--- src/rtl/reg_dump_unit_pkg.sv ---
`default_nettype none
// ============================================================================
//  Module      : reg_dump_unit_pkg
//  Description : Shared types and sizing constants for the register file and
//                its debug dump engine.
//  Revision    : 1.0 - initial release
// ============================================================================
package reg_dump_unit_pkg;

    // Register file geometry shared by register_file and reg_dump_unit
    localparam int REG_ADDR_W = 4;
    localparam int REG_DATA_W = 8;

    // Dump engine states
    typedef enum logic [1:0] {
        ST_IDLE  = 2'd0,
        ST_FETCH = 2'd1,
        ST_SEND  = 2'd2,
        ST_DONE  = 2'd3
    } dump_state_t;

endpackage : reg_dump_unit_pkg
`default_nettype wire

--- src/rtl/reg_dump_unit.sv ---
`default_nettype none
// ============================================================================
//  Module      : reg_dump_unit
//  Description : Debug read-out engine. Walks a (possibly wrapping) range of
//                register addresses through one read port, snapshots each
//                value and streams (addr, data) over valid/ready.
//  Revision    : 1.0 - initial release
// ============================================================================
module reg_dump_unit
    import reg_dump_unit_pkg::*;
#(
    parameter int ADDR_W = REG_ADDR_W,
    parameter int DATA_W = REG_DATA_W
) (
    input  logic              clk,
    input  logic              reset,
    input  logic              start,
    input  logic              abort,
    input  logic [ADDR_W-1:0] dump_first,
    input  logic [ADDR_W-1:0] dump_last,
    output logic [ADDR_W-1:0] rf_read_addr,
    input  logic [DATA_W-1:0] rf_read_data,
    output logic              out_valid,
    input  logic              out_ready,
    output logic [ADDR_W-1:0] out_addr,
    output logic [DATA_W-1:0] out_data,
    output logic              busy,
    output logic              done
);

    dump_state_t       r_state;
    dump_state_t       w_next_state;
    logic [ADDR_W-1:0] r_cur;
    logic [ADDR_W-1:0] r_last;
    logic              r_out_valid;
    logic [ADDR_W-1:0] r_out_addr;
    logic [DATA_W-1:0] r_out_data;

    logic              w_load_range;
    logic              w_capture;
    logic              w_advance;
    logic              w_clear_valid;

    // Next-state and datapath control; abort overrides everything outside IDLE
    always_comb begin
        w_next_state  = r_state;
        w_load_range  = 1'b0;
        w_capture     = 1'b0;
        w_advance     = 1'b0;
        w_clear_valid = 1'b0;
        case (r_state)
            ST_IDLE: begin
                // abort arriving with start cancels the request outright
                if (start && !abort) begin
                    w_load_range = 1'b1;
                    w_next_state = ST_FETCH;
                end
            end
            ST_FETCH: begin
                if (abort) begin
                    w_clear_valid = 1'b1;
                    w_next_state  = ST_IDLE;
                end else begin
                    w_capture    = 1'b1;
                    w_next_state = ST_SEND;
                end
            end
            ST_SEND: begin
                if (abort) begin
                    // word is dropped, cur stays where it was
                    w_clear_valid = 1'b1;
                    w_next_state  = ST_IDLE;
                end else if (r_out_valid && out_ready) begin
                    w_clear_valid = 1'b1;
                    if (r_cur == r_last) begin
                        w_next_state = ST_DONE;
                    end else begin
                        w_advance    = 1'b1;
                        w_next_state = ST_FETCH;
                    end
                end
            end
            ST_DONE: begin
                w_next_state = ST_IDLE;
            end
            default: begin
                w_next_state = ST_IDLE;
            end
        endcase
    end

    // State register
    always_ff @(posedge clk) begin
        if (reset) begin
            r_state <= ST_IDLE;
        end else begin
            r_state <= w_next_state;
        end
    end

    // Address counter, range latch and output word register
    always_ff @(posedge clk) begin
        if (reset) begin
            r_cur       <= '0;
            r_last      <= '0;
            r_out_valid <= 1'b0;
            r_out_addr  <= '0;
            r_out_data  <= '0;
        end else begin
            if (w_load_range) begin
                r_cur  <= dump_first;
                r_last <= dump_last;
            end
            if (w_advance) begin
                r_cur <= r_cur + 1'b1;
            end
            if (w_capture) begin
                r_out_data  <= rf_read_data;
                r_out_addr  <= r_cur;
                r_out_valid <= 1'b1;
            end
            if (w_clear_valid) begin
                r_out_valid <= 1'b0;
            end
        end
    end

    assign rf_read_addr = r_cur;
    assign out_valid    = r_out_valid;
    assign out_addr     = r_out_addr;
    assign out_data     = r_out_data;
    assign busy         = (r_state != ST_IDLE);
    assign done         = (r_state == ST_DONE);

endmodule : reg_dump_unit
`default_nettype wire

--- config.mk ---
export PLATFORM = sky130hd
export DESIGN_NAME = reg_dump_unit
export DESIGN_NICKNAME = d
export VERILOG_FILES = /design/src/rtl/reg_dump_unit_pkg.sv /design/src/rtl/reg_dump_unit.sv
export SDC_FILE = /design/constraint.sdc
export NUM_CORES = 1
export LEC_CHECK = 0
export ABC_AREA = 0
export CAP_MARGIN = 10
export CORE_UTILIZATION = 48
export CTS_BUF_LIST = sky130_fd_sc_hd__clkbuf_2
export DETAILED_ROUTE_END_ITERATION = 8
export GPL_TIMING_DRIVEN = 0
export PLACE_DENSITY_LB_ADDON = 0.25
export SYNTH_ARGS = -nofsm -noshare
export SYNTH_HDL_FRONTEND = slang
export SYNTH_SLANG_ARGS = --single-unit
--- constraint.sdc ---
create_clock -name clk -period 2.65 [get_ports clk]
set_input_delay 0.53 -clock clk [delete_from_list [all_inputs] [get_ports clk]]
set_output_delay 0.53 -clock clk [all_outputs]
set_load 0.01 [all_outputs]
# ---- Word-level counts from Yosys, hierarchy flattened
# Index checks and enable logic that the tools add are counted.
dict set report totals {
  ff_bits 23
  latch_bits 0
  ram_bits 0
  rom_bits 0
  n_memories 0
}
dict set report classes {
  n_addsub 1
  multipliers 0
  div 0
  order_cmp 0
  eq_ne 6
  shifts 0
  mux 20
  n_bitwise 0
  n_reduce_logical 8
}
# operator n
set op_table {}
lappend op_table {{$mux 1} 11}
lappend op_table {{$mux 2} 5}
lappend op_table {{$mux 4} 2}
lappend op_table {{$pmux 2 s4} 1}
lappend op_table {{$add 4x1->4 const B} 1}
lappend op_table {{$eq 2x2->1 const B} 2}
lappend op_table {{$eq 4x4->1} 1}
lappend op_table {{$reduce_bool 2->1} 2}
lappend op_table {{$ne 3x3->1 const B} 1}
lappend op_table {{$eq 2x1->1 const B} 1}
lappend op_table {{$logic_and 1x1->1} 2}
lappend op_table {{$logic_not 2->1} 1}
lappend op_table {{$ne 2x2->1 const B} 1}
lappend op_table {{$pmux 1 s2} 1}
lappend op_table {{$reduce_and 2->1} 1}
lappend op_table {{$reduce_or 2->1} 1}
lappend op_table {{$logic_not 1->1} 1}

# ---- Depth between registers and ports, before layout
# Gate-level depths: netlist of run 1.
dict set report logic_depth {
  ltp_word 6
  depth_mapped 8
}

# ---- Worst setup path after synthesis of run 1
# Ideal clock, no wire load.
dict set report synth_timing {
  kind {input-to-reg}
  from {in abort}
  to {reg r_cur[1], in the netlist rf_read_addr[1]}
  setup_time_ns 0.129
  arrival_time_ns 1.500
  required_time_ns 2.521
  path_slack_ns 1.021
  path_stages 5
  path_cell_list {nand2b_1 > nor2_1 > mux2_2 > mux2i_1 > nor2_1}
}
dict set report synth_between {
  elab_chain_len 5
  elab_cells_between_ends 8
}
# element line
set synth_lines {}
lappend synth_lines {{start, declared} reg_dump_unit.sv:18} ;# input logic abort,
lappend synth_lines {{$logic_not 1->1} reg_dump_unit.sv:54} ;# if (start && !abort) begin
lappend synth_lines {{$logic_and 1x1->1} reg_dump_unit.sv:54}
lappend synth_lines {{$mux 1} reg_dump_unit.sv:54}
lappend synth_lines {{$mux 1} reg_dump_unit.sv:51} ;# case (r_state)
lappend synth_lines {{$reduce_bool 2->1 (no line)} --}
lappend synth_lines {{end signal, assigned} reg_dump_unit.sv:111} ;# r_cur <= dump_first;
lappend synth_lines {{end signal, assigned} reg_dump_unit.sv:115} ;# r_cur <= r_cur + 1'b1;
lappend synth_lines {{end, declared} reg_dump_unit.sv:33} ;# logic [ADDR_W-1:0] r_cur;
# Parallel ways exist; a longest one is shown, timed or not.
# A chain may end at the register's enable or synchronous reset.

# ---- Worst setup path in the final report of run 1
dict set report layout_timing {
  from {reg r_state[0]}
  to {out busy}
}
dict set report layout_between {
  elab_chain_len 1
}
# element line
set layout_lines {}
lappend layout_lines {{start, declared} reg_dump_unit.sv:31} ;# dump_state_t r_state;
lappend layout_lines {{start signal, assigned} reg_dump_unit.sv:97} ;# r_state <= w_next_state;
lappend layout_lines {{$reduce_bool 2->1} reg_dump_unit.sv:132} ;# assign busy = (r_state != ST_IDLE);
lappend layout_lines {{end, declared} reg_dump_unit.sv:27} ;# output logic busy,
# No other way between the ends.

==> results of run 1 <==
power breakdown:
| part | internal, mW | switching, mW | leakage, nW |
|---|---|---|---|
| clock network | 0.0399 | 0.101 | 0.0166 |
| registers | 0.365 | 0.0163 | 0.187 |
| logic | 0.0854 | 0.0753 | 0.351 |
flip-flops by register name, summed over array words and instances, names as in the netlist:
register / flops
r_last: 4
out_data: 8
out_addr: 4
r_state: 2
rf_read_addr: 4
out_valid: 1
critical path, delay by kind of cell (launching register included):
family | cells | cell delay [ps]
buffers and inverters | 3 | 720
adders and majority gates | 1 | 210
DFF | 1 | 400
logic make-up after synthesis:
kind of cell    after synthesis
compound gates               29
simple gates                 59
fa+ha+maj                     6
xor+xnor                      4
flops                        23
buf+inv                       8
mux                           2
routing by layer:
layer	global-route usage	vias to the layer above
li1	-	524
met1	0.256	468
met2	0.424	36
met3	0.0218	7
met4	0.127	0
met5	0	-
worst max path at each step:
stage | cells past startpoint | to | start | slack, ps
after CTS | 4 | busy | r_state[0] | 430
after floorplan | 5 | rf_read_addr[1] | abort | 1020
final | 4 | busy | r_state[0] | 460
after global routing | 4 | busy | r_state[0] | 370
after detailed placement | 6 | rf_read_addr[1] | abort | 260
after global placement | 6 | rf_read_addr[1] | abort | 300
through the flow:
step	utilization	total power, mW
2_1_floorplan	-	0.467
3_3_place_gp	0.731	0.543
3_5_place_dp	0.731	0.549
4_1_cts	0.741	0.690
5_1_grt	0.741	0.723
6_report	0.741	0.684
final cells by class:
type / count / area (um2) / area share
repair buffers: 39 / 390 / 0.260
inverters: 3 / 11.3 / 0.00751
clock buffers: 4 / 20.0 / 0.0134
multi-input cells: 100 / 564 / 0.376
flip-flops and latches: 23 / 460 / 0.307
plain buffers: 5 / 18.8 / 0.0125
well taps: 27 / 33.8 / 0.0225
cell usage after synthesis, types with 2 or more instances:
library cell and n:
inv_1 3, dfxtp_1 23, a211oi_1 3, a31oi_1 2, a21o_1 2, a21oi_1 18
nor2b_1 2, nand3_1 3, nand2b_1 2, nor2_1 5, nand2_1 39, nor3_1 2
xor2_1 4, clkbuf_1 5, ha_1 6, nand3b_1 2
==> flow_summary.json, run 1 <==
{
  "die_x_um": 48.9,
  "grt_pass1_vias": 1009,
  "setup_viol_count_final": 0,
  "crit_top_cell": "inv_1",
  "crit_chain": "inv_1, ha_1, inv_1, clkdlybuf4s50_1",
  "drive_gt1_frac": 0.0517,
  "slowest_stage": "clkdlybuf4s50_1",
  "final_cell_mix": "nand2_1, clkdlybuf4s50_1, dfxtp_1",
  "yosysUniqueCellTypes": 26,
  "hold-path-cell-count": 2,
  "reg2reg_to": "rf_read_addr[1]",
  "setup_tns_ps": 0,
  "cts_resized": 0,
  "syn_area_per_cell_um2": 8.05,
  "status": "finished clean",
  "powerDensity_nw_per_um2": 456,
  "worst_ep_required_time_ps": 2120,
  "synth_compound_area_frac": 0.163,
  "syn_inst": 131,
  "fin_skew_ps": 5.08,
  "p_leak_nw": 0.555,
  "synth_top_family_by_area": "simple AND/OR/NAND/NOR gates",
  "ys_warn_count": 0,
  "r2r_setup_slack_ps": 800,
  "cts_hold_buf": 0,
  "max_stage_delay_ps": 540,
  "wl_met3_um": 108,
  "ys_seq_area_frac": 0.437,
  "rows": 16,
  "synth_seq_cells": 23,
  "arrival_ps": 1660,
  "synth_xor_area_frac": 0.0332,
  "synth_fp_nets": 158,
  "topRoutingLayerUsed": "met4",
  "critPathCaptureType": "primary output",
  "ant_nets": 0,
  "rsz0062_at_grt": "no",
  "r2r_cells": 7,
  "cts_sinks": 23,
  "synthAdderAreaFrac": 0.0712,
  "yosysTopAreaCell": "dfxtp_1",
  "synth_flop_cell": "dfxtp_1",
  "cts_tree": "built",
  "syn_area_um2": 1050,
  "setup_slack_ps": 455,
  "hp-class": "flip-flop to flip-flop",
  "synth.area.mux_share": 0.0202,
  "r2r-start": "r_state[0]",
  "root_buffer": "clkbuf_2",
  "num_vias": 1035,
  "antennaDiodeCount": 0,
  "cts_buffers": 3,
  "design.core.area_um2": 2020,
  "max_slew_margin": 0.631,
  "place_hpwl_mm": 1.88,
  "maxSlewViolCount": 0,
  "synth_edf_count": 0,
  "worstMarginPinSlew_ps": 552,
  "finalNetCount": 202,
  "clk_latency_ps": 330,
  "whs_endpoint": "out_data[7]",
  "clkTransAtPathRegs_ps": 200,
  "area_growth_pct": 42.1,
  "overflow": 0,
  "die_h_um": 48.9,
  "grt_usage": 0.230,
  "finalWeightedCongestion": 0.803,
  "finalCritPeriodShare": 0.828,
  "first_pass_iters": 4,
  "design_area_um2": 1500,
  "fin_hold_ws_ps": 471,
  "min_from": "out_data[7]",
  "io_pins": 40,
  "grt_pass1_wl_mm": 4.22,
  "wl_met2_mm": 1.25,
  "drt-met1-wl_mm": 1.03,
  "fmax_mhz": 456,
  "antenna_found_initial": 0,
  "hold_viol": 0,
  "place_inst": 197,
  "drt_iter0_markers": 31,
  "synth_area_leaders": "dfxtp_1, nand2_1, a21oi_1",
  "cts.htree.levels": 1,
  "crit_fanout": 4,
  "cts_setup_buffers": 0,
  "synth_top_area_share": 0.437,
  "wl_per_cell_um": 12.2,
  "dieArea_um2": 2390,
  "grt_max_degree": 13,
  "ir_drop_v": 0.000288,
  "portBuffers": 39,
  "place_area_um2": 1480,
  "period_needed_ps": 2190,
  "drv_cap": 0,
  "clockBufferDepth": 2,
  "synthSimpleGateAreaFrac": 0.248,
  "viasPerCell": 5.15,
  "crit_type": "flip-flop to primary output",
  "n_fill_cell": 158,
  "initial_core_util": 0.522,
  "place_ws_ps": 263,
  "crit_path_start_kind": "flip-flop",
  "final_cells": 201,
  "drc": 0,
  "wirelength_mm": 2.46,
  "synthArstFlopShare": 0
}
Power figures use the tool's default switching activity.
==> run 2, diff against run 1 <==
--- a/config.mk
+++ b/config.mk
@@ -7,7 +7,7 @@
 export LEC_CHECK = 0
 export ABC_AREA = 0
 export CAP_MARGIN = 10
-export CORE_UTILIZATION = 48
+export CORE_UTILIZATION = 40
 export CTS_BUF_LIST = sky130_fd_sc_hd__clkbuf_2
 export DETAILED_ROUTE_END_ITERATION = 8
 export GPL_TIMING_DRIVEN = 0
==> constraint.sdc (replaced) <==
create_clock -name clk -period 1.9 [get_ports clk]
set_input_delay 0.38 -clock clk [delete_from_list [all_inputs] [get_ports clk]]
set_output_delay 0.38 -clock clk [all_outputs]
set_load 0.01 [all_outputs]
==> flow_summary.json, run 2 (synthesis results as in run 1) <==
{
  "ir_drop_v": 0.000427,
  "area_growth_pct": 45.3,
  "wl_per_cell_um": 11.7,
  "setup_slack_ps": 98.8,
  "max_stage_delay_ps": 590,
  "finalWeightedCongestion": 0.780,
  "status": "finished clean",
  "worstMarginPinSlew_ps": 481,
  "ant_nets": 0,
  "viasPerCell": 5.00,
  "grt_max_degree": 13,
  "cts_buffers": 3,
  "wirelength_mm": 2.41,
  "grt_pass1_wl_mm": 3.71,
  "first_pass_iters": 4,
  "n_fill_cell": 240,
  "drt_iter0_markers": 17,
  "die_h_um": 53.4,
  "grt_pass1_vias": 896,
  "slowest_stage": "clkdlybuf4s50_1",
  "crit_chain": "clkdlybuf4s50_1",
  "seq_area_um2": 464,
  "dieArea_um2": 2850,
  "multi_input_area_um2": 574,
  "io_pins": 40,
  "max_slew_margin": 0.677,
  "clockBufferDepth": 2,
  "crit_fanout": 6,
  "fmax_mhz": 555,
  "p_leak_nw": 0.589,
  "cts_hold_buf": 0,
  "maxSlewViolCount": 0,
  "min_from": "out_addr[0]",
  "period_needed_ps": 1800,
  "fin_skew_ps": 1.21,
  "hp-class": "flip-flop to flip-flop",
  "grt_usage": 0.179,
  "die_x_um": 53.4,
  "worst_ep_required_time_ps": 1520,
  "finalNetCount": 204,
  "mostFrequentLayoutCell": "nand2_1",
  "drv_cap": 0,
  "antenna_found_initial": 0,
  "place_ws_ps": -362,
  "r2r-start": "rf_read_addr[3]",
  "rows": 18,
  "overflow": 0,
  "antennaDiodeCount": 0,
  "powerDensity_nw_per_um2": 624,
  "fin_hold_ws_ps": 466,
  "drc": 0,
  "place_hpwl_mm": 1.82,
  "design.core.area_um2": 2480,
  "arrival_ps": 1420,
  "crit_path_start_kind": "flip-flop",
  "largest_reg_flops": 8,
  "portBuffers": 39,
  "cts.htree.levels": 1,
  "drive_gt1_frac": 0.0909,
  "finalCritPeriodShare": 0.948,
  "hold_viol": 0,
  "num_vias": 1030,
  "path_delay_family": "buffers and inverters",
  "clk_latency_ps": 310,
  "setup_viol_count_final": 0,
  "initial_core_util": 0.426,
  "clkTransAtPathRegs_ps": 200,
  "crit_start": "rf_read_addr[1]",
  "cts_tree": "built",
  "root_buffer": "clkbuf_2",
  "cts_sinks": 23,
  "crit_type": "flip-flop to primary output",
  "final_core_util": 0.619,
  "rsz0062_at_grt": "no",
  "critPathCaptureType": "primary output",
  "final_cell_mix": "nand2_1, clkdlybuf4s50_1, dfxtp_1",
  "path_buf_inv": 1
}
## run 2: worst paths after layout
check,end,slack [ps],cells after the start
worst max-delay path,rf_read_addr[1],100,1
worst min-delay path,out_addr[0],470,2
worst max register to register,r_state[1],120,5
worst min register to register,out_addr[0],470,2
## run 2: repair_timing
item / in CTS / in global routing
gates resized for setup: 3 / 5
setup buffers: 2 / 0
setup endpoints to repair: 2 / 6
pin swaps: 0 / 0
gates cloned: 0 / 0
## run 2: through the flow
stage               TNS, ps  instance area [um2]  instances  power [mW]
detailed placement     -856                 1480        200       0.765
finish                    0                 1530        206       0.957
CTS                       0                 1520        206       0.965
floorplan                 0                 1050        131       0.652
global placement       -732                 1480        200       0.758
global route              0                 1530        206        1.01
## run 2: where the power goes
part           internal [mW]  total (mW)  switching, mW
registers              0.510       0.532         0.0217
logic                  0.121       0.231          0.109
clock network         0.0557       0.194          0.139
total                  0.687       0.957          0.270
## run 2: per-layer routing
| layer | wire (um) | global-route usage | share of wire | up-vias |
|---|---|---|---|---|
| met5 | 0 | 0 | 0 | - |
| met4 | 25 | 0.0789 | 0.010 | 0 |
| met3 | 152 | 0.0431 | 0.063 | 4 |
| met2 | 1170 | 0.319 | 0.49 | 32 |
| met1 | 1060 | 0.196 | 0.44 | 466 |
| li1 | - | - | - | 528 |
## run 2: cell type report
type	instances	share of cell area
Timing Repair Buffer	41	0.265
Clock buffer	4	0.0131
Tap cell	30	0.0245
Multi-Input combinational cell	100	0.375
Inverter	3	0.00735
Buffer	5	0.0122
Sequential cell	23	0.303
